<file path="src/rtl/csa_accumulator.sv">
// rtl/csa_accumulator.sv - streaming multi-operand accumulator built on a 3:2 carry-save loop
//
// Purpose
//   Sums a packet of WIDTH-bit operands delivered over a valid/ready stream.
//   Each accepted beat is folded into a redundant sum/carry pair with a 3:2
//   compressor, so the per-beat loop has no carry chain. After the packet's
//   last beat, one resolve cycle runs a single carry-propagate add. The total
//   and the beat count are then offered on an output valid/ready handshake.
//
// Parameters
//   WIDTH   operand width in bits
//   ACC_W   accumulator/result width in bits (ACC_W >= WIDTH, ACC_W >= 2)
//   CNT_W   beat-counter width in bits
//   SIGNED  1: operands sign-extended to ACC_W, 0: zero-extended
//
// Ports
//   clk        in   1      rising-edge clock
//   rst_n      in   1      asynchronous active-low reset
//   in_valid   in   1      operand beat valid
//   in_ready   out  1      block can accept a beat (ACCUM state)
//   in_data    in   WIDTH  operand
//   in_last    in   1      beat is the final operand of its packet
//   out_valid  out  1      result valid (OUTPUT state)
//   out_ready  in   1      consumer accepts the result
//   out_sum    out  ACC_W  packet total modulo 2^ACC_W
//   out_count  out  CNT_W  beats in the packet, saturating at 2^CNT_W-1

module csa_accumulator #(
    parameter int WIDTH  = 6,
    parameter int ACC_W  = 16,
    parameter int CNT_W  = 8,
    parameter bit SIGNED = 1'b0
) (
    input  logic             clk,
    input  logic             rst_n,
    input  logic             in_valid,
    output logic             in_ready,
    input  logic [WIDTH-1:0] in_data,
    input  logic             in_last,
    output logic             out_valid,
    input  logic             out_ready,
    output logic [ACC_W-1:0] out_sum,
    output logic [CNT_W-1:0] out_count
);

    typedef enum logic [1:0] {
        ST_ACCUM   = 2'd0,
        ST_RESOLVE = 2'd1,
        ST_OUTPUT  = 2'd2
    } state_t;

    state_t state_q, state_d;

    // Redundant accumulator: the running total is s_q + c_q (mod 2^ACC_W).
    logic [ACC_W-1:0] s_q, s_d;
    logic [ACC_W-1:0] c_q, c_d;
    logic [CNT_W-1:0] cnt_q, cnt_d;

    // Resolved result registers; they keep their value after hand-off.
    logic [ACC_W-1:0] sum_q, sum_d;
    logic [CNT_W-1:0] count_q, count_d;

    logic [ACC_W-1:0] x_ext;
    logic [ACC_W-1:0] maj;
    logic [CNT_W-1:0] cnt_inc;
    logic             beat_acc;

    // Operand extension. Bits above the operand replicate its MSB when
    // SIGNED, otherwise they are zero. Written per bit so ACC_W == WIDTH
    // needs no zero-width replication.
    for (genvar i = 0; i < ACC_W; i++) begin : g_ext
        if (i < WIDTH) begin : g_bit
            assign x_ext[i] = in_data[i];
        end else begin : g_pad
            assign x_ext[i] = SIGNED ? in_data[WIDTH-1] : 1'b0;
        end
    end

    // 3:2 compressor: majority bits become the carry word, shifted one place
    // left. The bit shifted out of the top is weight 2^ACC_W and is
    // discarded, which is exactly the modulo wrap of the result.
    assign maj = (s_q & c_q) | (s_q & x_ext) | (c_q & x_ext);

    // Saturating beat counter: holds at all-ones instead of wrapping.
    assign cnt_inc = (cnt_q == {CNT_W{1'b1}}) ? cnt_q : cnt_q + CNT_W'(1);

    // Handshake outputs decode the state only, so there is no combinational
    // path from in_valid or out_ready to in_ready or out_valid.
    assign in_ready  = (state_q == ST_ACCUM);
    assign out_valid = (state_q == ST_OUTPUT);
    assign beat_acc  = in_valid && in_ready;

    assign out_sum   = sum_q;
    assign out_count = count_q;

    // Next-state logic
    always_comb begin
        state_d = state_q;
        case (state_q)
            ST_ACCUM: begin
                if (beat_acc && in_last) begin
                    state_d = ST_RESOLVE;
                end
            end
            ST_RESOLVE: begin
                state_d = ST_OUTPUT;
            end
            ST_OUTPUT: begin
                if (out_ready) begin
                    state_d = ST_ACCUM;
                end
            end
            default: begin
                state_d = ST_ACCUM;
            end
        endcase
    end

    // Datapath next-state logic
    always_comb begin
        s_d     = s_q;
        c_d     = c_q;
        cnt_d   = cnt_q;
        sum_d   = sum_q;
        count_d = count_q;
        case (state_q)
            ST_ACCUM: begin
                if (beat_acc) begin
                    s_d   = s_q ^ c_q ^ x_ext;
                    c_d   = {maj[ACC_W-2:0], 1'b0};
                    cnt_d = cnt_inc;
                end
            end
            ST_RESOLVE: begin
                // The only carry-propagate add in the block.
                sum_d   = s_q + c_q;
                count_d = cnt_q;
            end
            ST_OUTPUT: begin
                // Clear the accumulator as the result is taken so the next
                // packet starts from zero.
                if (out_ready) begin
                    s_d   = '0;
                    c_d   = '0;
                    cnt_d = '0;
                end
            end
            default: begin
                s_d   = '0;
                c_d   = '0;
                cnt_d = '0;
            end
        endcase
    end

    // State register
    always_ff @(posedge clk or negedge rst_n) begin
        if (!rst_n) begin
            state_q <= ST_ACCUM;
        end else begin
            state_q <= state_d;
        end
    end

    // Datapath registers; reset drops any partial packet and pending result.
    always_ff @(posedge clk or negedge rst_n) begin
        if (!rst_n) begin
            s_q     <= '0;
            c_q     <= '0;
            cnt_q   <= '0;
            sum_q   <= '0;
            count_q <= '0;
        end else begin
            s_q     <= s_d;
            c_q     <= c_d;
            cnt_q   <= cnt_d;
            sum_q   <= sum_d;
            count_q <= count_d;
        end
    end

endmodule

</file>
<file path="config.mk">
export PLATFORM = sky130hd
export DESIGN_NAME = csa_accumulator
export DESIGN_NICKNAME = d
export VERILOG_FILES = /design/src/rtl/csa_accumulator.sv
export SDC_FILE = /design/constraint.sdc
export NUM_CORES = 1
export LEC_CHECK = 0
export ABC_AREA = 0
export CORE_AREA = 2 2 87 89
export CTS_BUF_LIST = sky130_fd_sc_hd__clkbuf_16
export DETAILED_ROUTE_END_ITERATION = 10
export DIE_AREA = 0 0 89 91
export GPL_ROUTABILITY_DRIVEN = 0
export HOLD_SLACK_MARGIN = 0.12
export PLACE_DENSITY = 0.73
export SETUP_SLACK_MARGIN = 0.5
export SYNTH_ARGS = -nofsm -noshare
export SYNTH_HDL_FRONTEND = slang
export SYNTH_SLANG_ARGS = --single-unit
export TNS_END_PERCENT = 1
</file>
<file path="constraint.sdc">
create_clock -name clk -period 2.18 [get_ports clk]
set_clock_uncertainty 0.1 [all_clocks]
set_input_delay 0.436 -clock clk [delete_from_list [all_inputs] [get_ports clk]]
set_output_delay 0.436 -clock clk [all_outputs]
set_load 0.02 [all_outputs]
</file>
; Yosys cells after proc, flatten, opt, wreduce, memory -nomap -nowiden
; Cells that the tools add are included.
[op_classes]
n_addsub = 2
eq_ne = 7
mux = 12
n_bitwise = 8
reduce_logical = 6
[ops]
columns = operator, count
row1 = $pmux W16 S3, 2
row2 = $mux W16, 3
row3 = $and A15 B6 Y15, 2
row4 = $or A15 B15 Y15, 2
row5 = $mux W8, 3
row6 = $pmux W8 S3, 1
row7 = $add A16 B16 Y16, 1
row8 = $xor A16 B16 Y16, 1
row9 = $xor A16 B6 Y16, 1
row10 = $and A15 B15 Y15, 1
row11 = $add A8 B1 Y8 const B, 1
row12 = $eq A8 B8 Y1 const B, 1
row13 = $ne A2 B1 Y1 const B, 3
row14 = $pmux W2 S3, 1
row15 = $mux W2, 2
row16 = $reduce_and A4 Y1, 1
row17 = $reduce_and A3 Y1, 1
row18 = $eq A2 B1 Y1 const B, 1
row19 = $eq A2 B2 Y1 const B, 1
row20 = $logic_and A1 B1 Y1, 2
row21 = $logic_not A2 Y1, 1
row22 = $ne A2 B2 Y1 const B, 1
row23 = $reduce_and A2 Y1, 1
row24 = $not A1 Y1, 1
[totals]
reg_bits = 66
inputBits = 11
output_inout_bits = 26

; Depth between registers and ports, before layout
; Gate-level depths: netlist of run 1.
[depth]
word_depth = 5
mapped_depth = 7
mapped_depth_nobuf = 7

; Worst setup path before layout of run 1
; No wires, ideal clock.
[synth_timing]
path_type = reg-to-reg
startpoint = reg s_q[1]
endpoint = reg sum_q[15], in the netlist out_sum[15]
t_arrival_ns = 2.036
required_time_ns = 2.000
slack_ns = -0.036
path_stages_with_launch = 8
path_buffers = 0
period_less_slack_ns = 2.216
path_cell_list = dfrtp_1 > ha_1 > fa_1 > a21oi_2 > o32a_1 > a211oi_2 > or4_1 > o211ai_2
[synth_via]
elab_chain_cells = 1
[synth_rtl]
columns = element, line_no
row1 = from (decl), 55  ; logic [ACC_W-1:0] s_q, s_d;
row2 = from (signal assigned), 168  ; s_q <= '0;
row3 = from (signal assigned), 174  ; s_q <= s_d;
row4 = $add A16 B16 Y16, 136  ; sum_d = s_q + c_q;
row5 = to (signal assigned), 177  ; sum_q <= sum_d;
row6 = to (decl), 60  ; logic [ACC_W-1:0] sum_q, sum_d;
; Every way passes these cells.
; A chain may end at the register's enable or synchronous reset.

; Final worst setup path of run 1
[layout_timing]
startpoint = reg c_q[1]
endpoint = reg sum_q[15], in the netlist out_sum[15]
[layout_via]
elab_chain_cells = 1
[layout_rtl]
columns = element, line_no
row1 = from (decl), 56  ; logic [ACC_W-1:0] c_q, c_d;
row2 = from (signal assigned), 169  ; c_q <= '0;
row3 = from (signal assigned), 175  ; c_q <= c_d;
row4 = $add A16 B16 Y16, 136
; Every way passes these cells.

==> results of run 1 <==
registers in the layout (all words and copies together), names as in the netlist:
name and count:
cnt_q 8, state_q 2, c_q 15, s_q 16, out_count 8, out_sum 16
stage by stage:
step	cells	cell area [um^2]	TNS [ns]	hold slack [ns]	setup slack [ns]
after global routing	536	4833	-0.4410	0.3919	-0.1322
final	536	4833	-0.2066	0.3682	-0.09643
after floorplan	380	3485	0	0.04041	0.1500
after detailed placement	515	4044	0	0.3613	0.01444
after global placement	515	4044	0	0.3606	0.05854
after CTS	531	4417	-0.01457	0.3735	-0.01457
worst reg2reg max path: stages (launching register included):
cell and delay [ns]:
dfrtp_1 0.39, ha_2 0.21, fa_2 0.39, a21oi_2 0.19, o32a_1 0.31, a211oi_4 0.12
or4_1 0.42, o211ai_2 0.08
synthesized netlist by cell type, types with 2 or more instances:
library cell / n
buf_4: 5
o21ai_0: 44
nand2_1: 108
nand4_1: 2
a211oi_2: 3
a21o_1: 3
buf_2: 4
nor2_1: 16
nor2b_1: 5
dfrtp_1: 65
o31ai_1: 8
nor4_1: 2
a21oi_1: 10
a31oi_1: 3
o21a_1: 4
nor3_1: 6
ha_1: 16
nand3_1: 8
o2bb2ai_1: 2
or4_1: 2
and3_1: 5
xnor2_1: 8
fa_1: 6
inv_1: 8
nand2b_1: 3
clkbuf_1: 10
layout by cell type, fill, tap and decap left out, drive strengths merged, types with 7 or more instances in the layout:
cell,n
o31ai,8
xnor2,8
o21ai,46
and3,7
clkbuf,10
dlygate4sd2,25
clkdlybuf4s50,8
a21oi,11
buf,26
inv,8
ha,16
nor2,16
nand3,8
dfrtp,65
nand2,108
metal layers:
layer  vias to the layer above  track usage, %  wire [um]
li1                       1421               -          -
met1                      1440           28.67       3883
met2                        98           31.65       4054
met3                        22           3.545        371
met4                         0           7.836        206
met5                         -               0          0
how the worst max path moves through the flow:
stage / from / to / cells past startpoint
floorplan: s_q[1] / out_sum[15] / 7
global placement: c_q[1] / out_sum[15] / 7
detailed placement: c_q[1] / out_sum[15] / 7
CTS: c_q[1] / out_sum[15] / 7
global route: c_q[1] / out_sum[15] / 7
finish: c_q[1] / out_sum[15] / 7
area by class of cell:
class | count | area [um^2]
clock buffers | 9 | 225.2
clock inverters | 6 | 50.05
fillers | 555 | 2303
inverters | 8 | 30.03
multi-input cells | 288 | 2200
flip-flops and latches | 65 | 1634
well taps | 99 | 123.9
repair buffers | 61 | 570.5
cells by family (layout without fill, tap and decap cells):
| group | after synthesis | count (layout) | synth area share [%] |
|---|---|---|---|
| compound gates | 92 | 92 | 17.15 |
| xor+xnor | 9 | 9 | 2.265 |
| fa+ha+maj | 22 | 22 | 9.205 |
| buf+inv | 27 | 84 | 3.596 |
| flops | 65 | 65 | 46.75 |
| simple gates | 165 | 165 | 21.04 |
power by group:
group | total [W] | leakage, nW | internal (W) | switching (W)
registers | 0.00177 | 0.866 | 0.00149 | 0.000287
logic | 0.00180 | 1.30 | 0.000782 | 0.00102
clock network | 0.00136 | 0.135 | 0.000860 | 0.000502
total | 0.00494 | 2.31 | 0.00313 | 0.00181
repair_timing:
item                                    CTS  global route
pin swaps                                15            73
hold endpoints to repair                 65             0
hold buffers                              1             0
endpoints found under the setup margin   71            53
gates resized for setup                  88            95
setup buffers                             0             5
==> impl_metrics.ini, run 1 <==
[synthesis]
synth-seq-cells = 65
synth_top_area_cell = dfrtp_1
synth_ff_type = dfrtp_1
synth-edff-count = 0
synth_nets = 413
avgSynthCellArea_um2 = 9.157
synthCells = 380
ys_types = 50
synth_area_leaders = dfrtp_1 (47%), nand2_1 (12%), o21ai_0 (6.3%)
ys_seq_area_share_pct = 46.75
async_reset_ff_share_pct = 100.0
yosysWarningCount = 0
netlist_area_mm2 = 0.003480
synth_top_area_share_pct = 46.75

[grt]
antenna_found_initial = 0
grt_pass1_wl_um = 13270
overflow = 0
grt_max_degree = 66
grt_usage_pct = 20.50
grt_pass1_vias = 2889

[finish]
syn_to_final_growth_pct = 38.91
fin_nets = 466
layout-drive-gt1-share_pct = 29.75
utilization_pct = 67.72
n_antenna_cell = 0

[routing]
wire_per_inst_um = 15.89
drt_iter0_drc = 186
routed_wl_um = 8515
final_antenna_net_count = 0
vias = 2981
drc_errors = 0
first_pass_iters = 5
vias_per_cell = 5.562

[timing]
timing.fmax_mhz = 439.3
relSlewSlack_pct = 68.84
maxSlewViolCount = 0
min_period_ns = 2.276
setup_viol = 3
fin_ws_ns = -0.09643
tightest_slew_ns = 0.4639
rsz0062_at_grt = true
final-hold-violation-count = 0
period_share_pct = 104.4

[clock_network]
cts-buffers-inserted = 9
clockBufferDepth = 2
htreeDepth = 3
cts-root-buf = clkbuf_16
insertion_delay_ns = 0.33
cts.sinks = 65
cts_tree = yes
clk_pin_slew_ns = 0.05

[critical_path]
critPathMaxFanout = 4
cpMaxStageDelayCell = or4_1
cp-end-kind = flop
worstRegToRegCells = 7
worstReg2RegStart = c_q[1]
arrival_ns = 2.42
reg2reg_slack_ns = -0.1
rr_endpoint = out_sum[15]
cp_top_family = compound AO/OA/AOI/OAI gates
slowest_delay_ns = 0.42
critPathKind = flop to flop
worstSetupStartpointType = flop
cp.required_ns = 2.33
worst-path-buf-inv = 0
path_cells = ha_2, fa_2, a21oi_2, o32a_1, a211oi_4, or4_1, o211ai_2

[die]
die_y_um = 91
ioPinCount = 37
num_rows = 31
die_w_um = 89
core-area_mm2 = 0.007137
floorplan.initialDensity_pct = 48.76
die_area_mm2 = 0.008099

[min_path]
hp-start = out_sum[10]
hold_path_end = out_sum[10]
hold_path.class = flop to flop
min_path_cells = 2

[status]
status = finished, violations left
violations = negative setup slack

[place]
io_buffers = 36
dp_hpwl_um = 5006

[power]
power_density_mw_per_mm2 = 1021
leakage_nw = 2.306
irDropWorstVdd_uv = 623.4
total_power_w = 0.004937

[flow_run]
drv_cap = 0
Note: power is estimated with default switching activity, not from simulation.
==> run 2: changes to the inputs <==
Settings changed: PLACE_DENSITY 0.73 to 0.72.
==> run 2 against run 1 <==
The run still ends with negative setup slack left. Worst setup slack better by 0.076 ns. Core utilization down 1.9 points. Clock power up 11%. Largest cell class unchanged. Clock-buffer cell count unchanged.
==> impl_metrics.ini, run 2 (synthesis results as in run 1) <==
[power]
leakage_nw = 2.487
irDropWorstVdd_uv = 592.4
power_density_mw_per_mm2 = 1046

[finish]
stdcell_count = 536
n_fill_cell = 557
mostFrequentLayoutCell = nand2_1
syn_to_final_growth_pct = 35.10
n_antenna_cell = 0
finalInstanceArea_mm2 = 0.004701
multi_input_area_mm2 = 0.001962
final_cell_mix = nand2_1 (94), dfrtp_1 (64), o21ai_0 (25), dlymetal6s2s_1 (25), buf_4 (17)
fin_nets = 465
seqCellArea_mm2 = 0.001628
layout-drive-gt1-share_pct = 22.65

[die]
floorplan.initialDensity_pct = 48.76
die_y_um = 91
ioPinCount = 37
die_area_mm2 = 0.008099
num_rows = 31
die_w_um = 89
core-area_mm2 = 0.007137

[critical_path]
critPathMaxFanout = 4
crit_start = s_q[1]
critPathKind = flop to flop
cp-end-kind = flop
cp.required_ns = 2.34
worstReg2RegStart = s_q[1]
arrival_ns = 2.36
worstSetupStartpointType = flop

[place]
io_buffers = 36
place_ws_ns = 0.01870
dp_hpwl_um = 5167
dpl-instance-area_mm2 = 0.004044
post-place-cells = 515

[clock_network]
cts_tree = yes
clk_pin_slew_ns = 0.05
cts-root-buf = clkbuf_16
htreeDepth = 3
insertion_delay_ns = 0.33
cts.sinks = 65
clockBufferDepth = 2
cts-buffers-inserted = 9

[routing]
vias_per_cell = 5.319
vias = 2851
routed_wl_um = 7706
drt_iter0_drc = 174
drc_errors = 0
final_antenna_net_count = 0
wire_per_inst_um = 14.38
first_pass_iters = 4

[grt]
met3_usage_pct = 3.364
antenna_found_initial = 0
use_met2_pct = 30.22
overflow = 0
grt_pass1_vias = 2789
grt_busiest_layer = met2
grt_pass1_wl_um = 12800
grt_usage_pct = 20.23
grt_max_degree = 52
grt_use_met1_pct = 28.55

[timing]
relSlewSlack_pct = 67.04
setup_viol = 1
tightest_slew_ns = 0.4944
min_period_ns = 2.200
timing.fmax_mhz = 454.6
rsz0062_at_grt = true
final-hold-violation-count = 0
maxSlewViolCount = 0
period_share_pct = 100.9
fin_ws_ns = -0.01997

[status]
violations = negative setup slack
status = finished, violations left

[min_path]
hold_path.class = primary input to flop
hp-start = out_ready

[flow_run]
drv_cap = 0
run 2: cell count changes in the layout (fill, tap and decap cells not counted), sizes merged:
cell,previous run,this run
clkinv,5,4
clkbuf,10,9
dlymetal6s2s,0,25
clkinvlp,0,1
bufinv,1,2
dlygate4sd2,25,0
run 2: final timing paths:
path	endpoint	slack [ns]	cells past startpoint
hold / removal	state_q[1]	0.35	3
max in group asynchronous	s_q[2]	0.84	3
setup / recovery	out_sum[15]	-0.02	7
setup reg to reg	out_sum[15]	-0.02	7
min in group asynchronous	out_sum[0]	0.50	2
hold reg to reg	out_sum[13]	0.37	2
run 2: stage by stage:
step	util, %	hold slack, ns	power (W)	setup TNS [ns]
6_report	65.87	0.3532	0.004919	-0.01997
5_1_grt	65.87	0.3745	0.005223	-0.3681
3_3_place_gp	56.66	0.3269	0.003175	0
2_1_floorplan	-	0.04041	0.002596	0
3_5_place_dp	56.66	0.3342	0.003213	0
4_1_cts	61.13	0.3771	0.004751	0
run 2: metal layers:
metal	vias up	wire (um)	part of all wire (%)
met5	-	0	0
met4	0	187	2.4
met3	13	257	3.3
met2	56	3626	47
met1	1365	3636	47
li1	1417	-	-
run 2: power breakdown:
part,switching [W],total [W],internal (W)
Combinational,0.000912,0.00167,0.000757
Sequential,0.000256,0.00174,0.00148
Clock,0.000526,0.00151,0.000988
run 2: worst max-delay path, cell delays in order, from the launching register on:
cell and delay [ns]:
dfrtp_1 0.39, ha_2 0.21, fa_2 0.37, a21oi_2 0.18, o32a_1 0.28, a211oi_4 0.11, or4_4 0.42, o211ai_2 0.07
run 2: what timing repair did:
action / 4_1_cts / 5_1_grt
hold buffers: 1 / 0
gates resized for setup: 1 / 117
setup endpoints to repair: 73 / 77
endpoints found under the hold margin: 20 / 0
setup buffers: 0 / 4
pin swaps: 0 / 44
run 2: layout make-up:
| cell class | instances | area share (%) |
|---|---|---|
| Inverter | 8 | 0.6388 |
| Clock inverter | 7 | 1.810 |
| Multi-Input combinational cell | 288 | 41.74 |
| Clock buffer | 9 | 4.791 |
| Tap cell | 99 | 2.635 |
| Timing Repair Buffer | 60 | 13.76 |
| Sequential cell | 65 | 34.63 |
